==> config.mk <==
export PLATFORM = sky130hd
export DESIGN_NAME = ifetch_ctrl
export DESIGN_NICKNAME = d
export VERILOG_FILES = /design/src/rtl/ifetch_ctrl.sv
export SDC_FILE = /design/constraint.sdc
export NUM_CORES = 1
export LEC_CHECK = 0
export BUFFER_PORTS_ARGS = -buffer_cell sky130_fd_sc_hd__buf_2
export CELL_PAD_IN_SITES_DETAIL_PLACEMENT = 1
export CELL_PAD_IN_SITES_GLOBAL_PLACEMENT = 1
export CORE_MARGIN = 4
export CORE_UTILIZATION = 46
export DETAILED_ROUTE_END_ITERATION = 8
export PLACE_DENSITY_LB_ADDON = 0.1
export SYNTH_ARGS = -nofsm -noshare
export SYNTH_HDL_FRONTEND = slang
export SYNTH_SLANG_ARGS = --single-unit
==> constraint.sdc <==
create_clock -name clk_i -period 11.5 [get_ports clk_i]
set_input_delay 1.725 -clock clk_i [delete_from_list [all_inputs] [get_ports clk_i]]
set_output_delay 1.725 -clock clk_i [all_outputs]
set_load 0.01 [all_outputs]
==> src/rtl/ifetch_ctrl.sv <==
// ifetch_ctrl: instruction fetch controller for a combinational instruction ROM.
// Holds the fetch PC and drives the ROM address. Read data goes into a small prefetch FIFO,
// which decode drains over a valid/ready handshake. A redirect flushes the FIFO and restarts
// fetch at a new PC. Out-of-range and misaligned fetches are tagged as faults and park the
// fetcher until the next redirect.
// Optional feature: define IFETCH_PERF_EN to add the perf_instr_o / perf_bubble_o counters.
module ifetch_ctrl #(
  parameter logic [31:0] RESET_PC = 32'h0000_0000,
  parameter int unsigned ROM_SIZE = 1024,
  parameter int unsigned DEPTH    = 2
) (
  input  logic        clk_i,
  input  logic        rst_i,
  input  logic        fetch_en_i,
  output logic [31:0] imem_addr_o,
  input  logic [31:0] imem_rdata_i,
  input  logic        redirect_i,
  input  logic [31:0] redirect_pc_i,
  output logic        instr_valid_o,
  output logic [31:0] instr_o,
  output logic [31:0] instr_pc_o,
  output logic        fault_o,
  input  logic        instr_ready_i
`ifdef IFETCH_PERF_EN
  ,
  output logic [31:0] perf_instr_o,
  output logic [31:0] perf_bubble_o
`endif
);

  localparam int unsigned AW = (DEPTH > 1) ? $clog2(DEPTH) : 1;
  localparam int unsigned CW = AW + 1;

  localparam logic [0:0] ST_FETCH = 1'b0;
  localparam logic [0:0] ST_FAULT = 1'b1;

  logic [31:0]   fetch_pc_q, fetch_pc_d;
  logic [0:0]    state_q, state_d;
  logic [AW-1:0] rd_ptr_q, rd_ptr_d;
  logic [AW-1:0] wr_ptr_q, wr_ptr_d;
  logic [CW-1:0] count_q, count_d;

  logic [31:0] fifo_instr_q [DEPTH];
  logic [31:0] fifo_pc_q    [DEPTH];
  logic        fifo_fault_q [DEPTH];

  logic        pop;
  logic        push;
  logic        full;
  logic        bad_addr;
  logic [31:0] push_instr;

  assign imem_addr_o = fetch_pc_q;

  // Head outputs come straight from storage; masking with valid keeps them zero when empty.
  assign instr_valid_o = (count_q != '0);
  assign instr_o       = instr_valid_o ? fifo_instr_q[rd_ptr_q] : 32'h0;
  assign instr_pc_o    = instr_valid_o ? fifo_pc_q[rd_ptr_q] : 32'h0;
  assign fault_o       = instr_valid_o & fifo_fault_q[rd_ptr_q];

  assign full       = (count_q == CW'(DEPTH));
  assign pop        = instr_valid_o & instr_ready_i;
  assign bad_addr   = (fetch_pc_q >= ROM_SIZE) || (fetch_pc_q[1:0] != 2'b00);
  assign push       = (state_q == ST_FETCH) && fetch_en_i && !redirect_i && (!full || pop);
  assign push_instr = bad_addr ? 32'h0 : imem_rdata_i;

  // Next-state for PC, FSM and FIFO bookkeeping; redirect overrides both push and pop.
  always_comb begin
    fetch_pc_d = fetch_pc_q;
    state_d    = state_q;
    rd_ptr_d   = rd_ptr_q;
    wr_ptr_d   = wr_ptr_q;
    count_d    = count_q;
    if (redirect_i) begin
      fetch_pc_d = redirect_pc_i;
      state_d    = ST_FETCH;
      rd_ptr_d   = '0;
      wr_ptr_d   = '0;
      count_d    = '0;
    end else begin
      if (push) begin
        wr_ptr_d = wr_ptr_q + AW'(1);
        if (bad_addr) begin
          // Fault entry parks the fetcher on the offending PC until redirected.
          state_d = ST_FAULT;
        end else begin
          fetch_pc_d = fetch_pc_q + 32'd4;
        end
      end
      if (pop) begin
        rd_ptr_d = rd_ptr_q + AW'(1);
      end
      case ({push, pop})
        2'b10:   count_d = count_q + CW'(1);
        2'b01:   count_d = count_q - CW'(1);
        default: count_d = count_q;
      endcase
    end
  end

  // Control state registers with synchronous reset.
  always_ff @(posedge clk_i) begin
    if (rst_i) begin
      fetch_pc_q <= RESET_PC;
      state_q    <= ST_FETCH;
      rd_ptr_q   <= '0;
      wr_ptr_q   <= '0;
      count_q    <= '0;
    end else begin
      fetch_pc_q <= fetch_pc_d;
      state_q    <= state_d;
      rd_ptr_q   <= rd_ptr_d;
      wr_ptr_q   <= wr_ptr_d;
      count_q    <= count_d;
    end
  end

  // FIFO payload storage; contents are only meaningful below count_q, so no reset needed.
  always_ff @(posedge clk_i) begin
    if (push) begin
      fifo_instr_q[wr_ptr_q] <= push_instr;
      fifo_pc_q[wr_ptr_q]    <= fetch_pc_q;
      fifo_fault_q[wr_ptr_q] <= bad_addr;
    end
  end

`ifdef IFETCH_PERF_EN
  logic [31:0] perf_instr_q;
  logic [31:0] perf_bubble_q;

  assign perf_instr_o  = perf_instr_q;
  assign perf_bubble_o = perf_bubble_q;

  // Accepted-instruction and decode-starved-cycle counters; pops killed by redirect are not counted.
  always_ff @(posedge clk_i) begin
    if (rst_i) begin
      perf_instr_q  <= 32'h0;
      perf_bubble_q <= 32'h0;
    end else begin
      if (pop && !redirect_i) begin
        perf_instr_q <= perf_instr_q + 32'd1;
      end
      if (instr_ready_i && !instr_valid_o) begin
        perf_bubble_q <= perf_bubble_q + 32'd1;
      end
    end
  end
`endif

endmodule

==> Word level (Yosys, flattened, before mapping) <==
Memory sizes are Yosys's and may differ from the RTL's. A register that Yosys moved wholly into a read port is not among the register bits.
Cells that the tools add are included.
{ "totals": {"output_inout_bits": 98, "mem_bits_ro": 0, "n_memories": 3, "ram_bits": 130, "reg_bits": 37, "wordCells": 50, "latchBits": 0} }
{ "memory_table": {"columns": ["name", "words", "word_bits", "rd", "rd_clocked_by_memory_dff", "wr", "line_no", "source"], "rows": [
  ["fifo_instr_q", 2, 32, 1, 1, 1, "43", "logic [31:0] fifo_instr_q [DEPTH];"],
  ["fifo_pc_q", 2, 32, 1, 1, 1, "44", "logic [31:0] fifo_pc_q [DEPTH];"],
  ["fifo_fault_q", 2, 1, 1, 1, 1, "45", "logic fifo_fault_q [DEPTH];"]
]} }
{ "op_classes": {"addsub": 5, "muxes": 15, "n_reduce_logical": 14, "n_bitwise": 3, "shift": 0, "n_div": 0, "eq_ne": 4, "order_cmp": 1, "mul": 0} }
{ "op_table": {"columns": ["cell", "count"], "rows": [
  ["2-to-1 mux 32 bit", 6],
  ["adder 32 x 3 -> 32 bit (second input constant)", 1],
  [">= comparator 32 x 11 -> 1 bit (second input constant)", 1],
  ["2-to-1 mux 1 bit", 8],
  ["nonzero test 2 bit", 4],
  ["== test 2 bit (second input constant)", 2],
  ["one-hot mux 2 bit (2 select lines)", 1],
  ["AND reduction 2 bit", 2],
  ["logical AND 1 bit", 3],
  ["adder 1 bit (second input constant)", 2],
  ["adder 2 x 1 -> 2 bit (second input constant)", 1],
  ["bitwise AND 1 bit", 2],
  ["== test 2 x 1 -> 1 bit (second input constant)", 1],
  ["logical NOT 1 bit", 2],
  ["logical OR 1 bit", 2],
  ["!= test 2 bit (second input constant)", 1],
  ["OR reduction 2 bit", 1],
  ["subtractor 2 x 1 -> 2 bit (second input constant)", 1],
  ["NOT 1 bit", 1]
]} }

==> Logic depth before layout (Yosys ltp) <==
{ "depth": {"depth_word": 6, "depth_mapped": 8, "depth_no_buf": 5} }

==> Worst setup path before layout <==
No wires, ideal clock.
{ "synth_timing": {"path_kind": "in2reg", "startpoint": "in redirect_i", "endpoint": "mem fifo_fault_q[0], enable pin", "t_arrival_ns": 5.355, "path_slack_ns": 5.656, "path_buffers": 3, "setup_time_ns": 0.489, "stages": 6, "path_cell_list": "clkbuf_2 > or3b_1 > buf_2 > a21o_1 > buf_6 > nor2_1"} }
{ "synth_via": {"elab_chain_cells": 5} }
{ "synth_rtl": {"columns": ["element", "line_no", "source"], "rows": [
  ["start: declaration", "17", "input logic redirect_i,"],
  ["logical NOT 1 bit", "64", "assign push = (state_q == ST_FETCH) && fetch_en_i && !redirect_i && (!full || pop);"],
  ["logical AND 1 bit (2 in a row)", "64", null],
  ["2-to-1 mux 1 bit", "120", "if (push) begin"],
  ["2-to-1 mux 1 bit (not written as such)", "123", "fifo_fault_q[wr_ptr_q] <= bad_addr;"],
  ["end: declaration", "45", null]
]} }
Every way passes these cells.

==> Worst setup path in the final report <==
{ "layout_timing": {"startpoint": "in redirect_i", "endpoint": "mem fifo_pc_q[0][5], enable pin"} }
{ "layout_via": {"elab_chain_cells": 5} }
{ "layout_rtl": {"columns": ["element", "line_no", "source"], "rows": [
  ["logical NOT 1 bit", "64", null],
  ["logical AND 1 bit (2 in a row)", "64", null],
  ["2-to-1 mux 1 bit", "120", null],
  ["2-to-1 mux 1 bit (not written as such)", "122", "fifo_pc_q[wr_ptr_q] <= fetch_pc_q;"],
  ["end: declaration", "44", null]
]} }
Every way passes these cells.

==> out/metrics.yaml <==
track_usage_pct: 20.5
synthesis.nets: 590
wirelength_um: 17300
cts_root_buf: "clkbuf_16"
io_pins: 167
comb_power_share_pct: 6.8
place_ws_ps: 6720
port_buffers: 166
grt_max_degree: 66
die_width_um: 130
vias_per_cell: 5.48
r2r_end: "fifo_pc_q[0][5]$_DFFE_PP_"
cts_setup_buffers: 0
setup_viol: 0
antenna_found_initial: 0
cts_resized: 0
ir_worst_vdd_mv: 0.0974
p_per_area_nw_per_um2: 161
clkPwrFrac_pct: 42.5
hold_path.class: "flip-flop to flip-flop"
rr_worst_depth: 4
synth_warnings: 0
critPathLaunchType: "primary input"
fp.coreArea_sq_um: 14600
synthCells: 519
die_h_um: 130
worst_slew_pin_slew_ps: 1170
slew-limit-headroom_pct: 22.3
drv_cap: 0
antennaDiodeCount: 0
fin_ws_ps: 7190
leakagePower_nw: 3.35
path_clk_slew_ps: 60
fin_worst_skew_ps: 5.80
avgRoutedWirePerCell_um: 19.9
grt_pass1_wl_um: 26500
seq_area_frac_synth_pct: 67.6
area_growth_pct: 22.7
status: "completed"
setup-tns-final_ps: 0
worst-setup-path-type: "primary input to flip-flop"
synth_cell_types: 46
power_mw: 1.37
required_ps: 11550
yosys.area.top_type: "edfxtp_1"
drive_gt1_share_pct: 29.3
path_max_fanout: 46
num_rows: 44
htreeDepth: 4
nets: 744
end_kind: "flip-flop"
min_to: "state_q$_SDFFE_PP0P_"
ys_ff_latch: 168
tritoncts: "yes"
holdBufCountCts: 0
finalHoldViolations: 0
timing.fmax_mhz: 232
post-route-period-util_pct: 37.4
syn-cell-area_sq_um: 6900
firstDrtPassIters: 4
p_int_mw: 1.07
crit_arrival_ps: 4360
seqPwrFrac_pct: 50.7
drc: 0
dieArea_sq_um: 17000
hp-start: "state_q$_SDFFE_PP0P_"
overflow: 0
drv_slew: 0
async_reset_ff_share_pct: 0
synth_ff_type: "edfxtp_1"
r2r_start: "state_q$_SDFFE_PP0P_"
hold_path_depth: 1
synth_top_area_share_pct: 56.6
syn_avg_cell_area_sq_um: 13.3
dp_hpwl_um: 11200
first_iter_violations: 260
synth-edff-count: 130
cts_max_path_buffers: 2
numCtsBuffers: 17
rsz0062_at_grt: "no"
grt_pass1_vias: 4952
start_util_pct: 47.3
r2r_slack_ps: 8770
finalWeightedCongestion: 0.792
clock-sinks: 168
swShare_pct: 21.5
p_switching_uw: 293
min_period_ps: 4310
dr_total_vias: 4769
ant_nets: 0
synth_area_leaders: "edfxtp_1 (57%), mux2i_1 (13%), dfxtp_1 (11%)"
worstSkewPairLatency_ps: 420
## sequential cells by signal, summed over array words and instances (netlist names), named ones only
signal	cells
fifo_instr_q	64
fifo_fault_q	2
rd_ptr_q	1
state_q	1
wr_ptr_q	1
imem_addr_o	32
count_q	2
fifo_pc_q	64
## power by group through the flow
stage,Combinational [mW],Sequential (mW),Clock [mW]
global route,0.103,0.695,0.619
CTS,0.0940,0.693,0.590
floorplan,0.0509,0.702,0
detailed placement,0.0933,0.705,0
finish,0.0929,0.693,0.581
global placement,0.0909,0.703,0
## final cells by class
class / count / area [sq um]
fillers: 1511 / 6120
flip-flops and latches: 168 / 4670
multi-input cells: 307 / 2070
repair buffers: 171 / 868
clock buffers: 23 / 448
well taps: 184 / 230
clock inverters: 9 / 149
inverters: 8 / 30.0
## synth_stat cells (5+ instances only)
library cell,count
mux2i_1,89
nor2_1,89
nand4_1,6
edfxtp_1,130
dfxtp_1,38
nor4_1,8
inv_1,8
nand2_1,12
buf_1,7
and3_1,34
a21oi_1,5
nand3_1,5
clkbuf_1,24
nor3_1,14
## per-layer routing
metal  track usage [%]  part of all wire [%]  vias up
met4              6.78                   1.5        0
met1              26.6                    42     2367
li1                  -                     -     2225
met5                 0                     0        -
met2              35.0                    51      158
met3              3.74                   5.6       19
## through the flow
stage	cell area (sq um)	utilization, %	hold slack [ps]	instances
6_report	8470	58.0	471	870
5_1_grt	8470	58.0	487	870
2_1_floorplan	6900	-	434	519
4_1_cts	8470	58.0	471	870
3_3_place_gp	7870	53.9	447	838
3_5_place_dp	7870	53.9	457	838
## logic make-up (layout without fill, tap and decap cells)
| group | after synthesis | after routing | synth area share (%) |
|---|---|---|---|
| adder cells (fa/ha/maj) | 2 | 2 | 0.363 |
| AO/OA/AOI/OAI | 33 | 33 | 3.70 |
| buffers and inverters | 44 | 211 | 2.58 |
| XOR/XNOR | 2 | 2 | 0.254 |
| flip-flops | 168 | 168 | 67.6 |
| AND/OR/NAND/NOR | 181 | 181 | 12.6 |
| multiplexers | 89 | 89 | 12.9 |
## critical path: stages
cell    delay (ps)
buf_2          430
or3b_1         620
a21o_1         330
nor2_4         570
buf_4          640
## cells in the final DEF (no fill, tap or decap), drive strengths merged, types with 8 or more instances in the layout
cell,count
nand2,12
inv,8
clkbuf,23
dfxtp,38
and3,34
mux2i,89
nor2,89
nor4,8
buf,171
nor3,14
edfxtp,130
## how the worst max path moves through the flow
stage	startpoint	endpoint	cells after the start
after floorplan	redirect_i	fifo_fault_q[0]$_DFFE_PP_	6
after global placement	redirect_i	fifo_instr_q[0][23]$_DFFE_PP_	5
after detailed placement	redirect_i	fifo_instr_q[0][29]$_DFFE_PP_	5
after CTS	redirect_i	fifo_instr_q[0][3]$_DFFE_PP_	5
after global routing	redirect_i	fifo_instr_q[0][17]$_DFFE_PP_	5
final	redirect_i	fifo_pc_q[0][5]$_DFFE_PP_	5
Note: power is estimated with default switching activity, not from simulation.
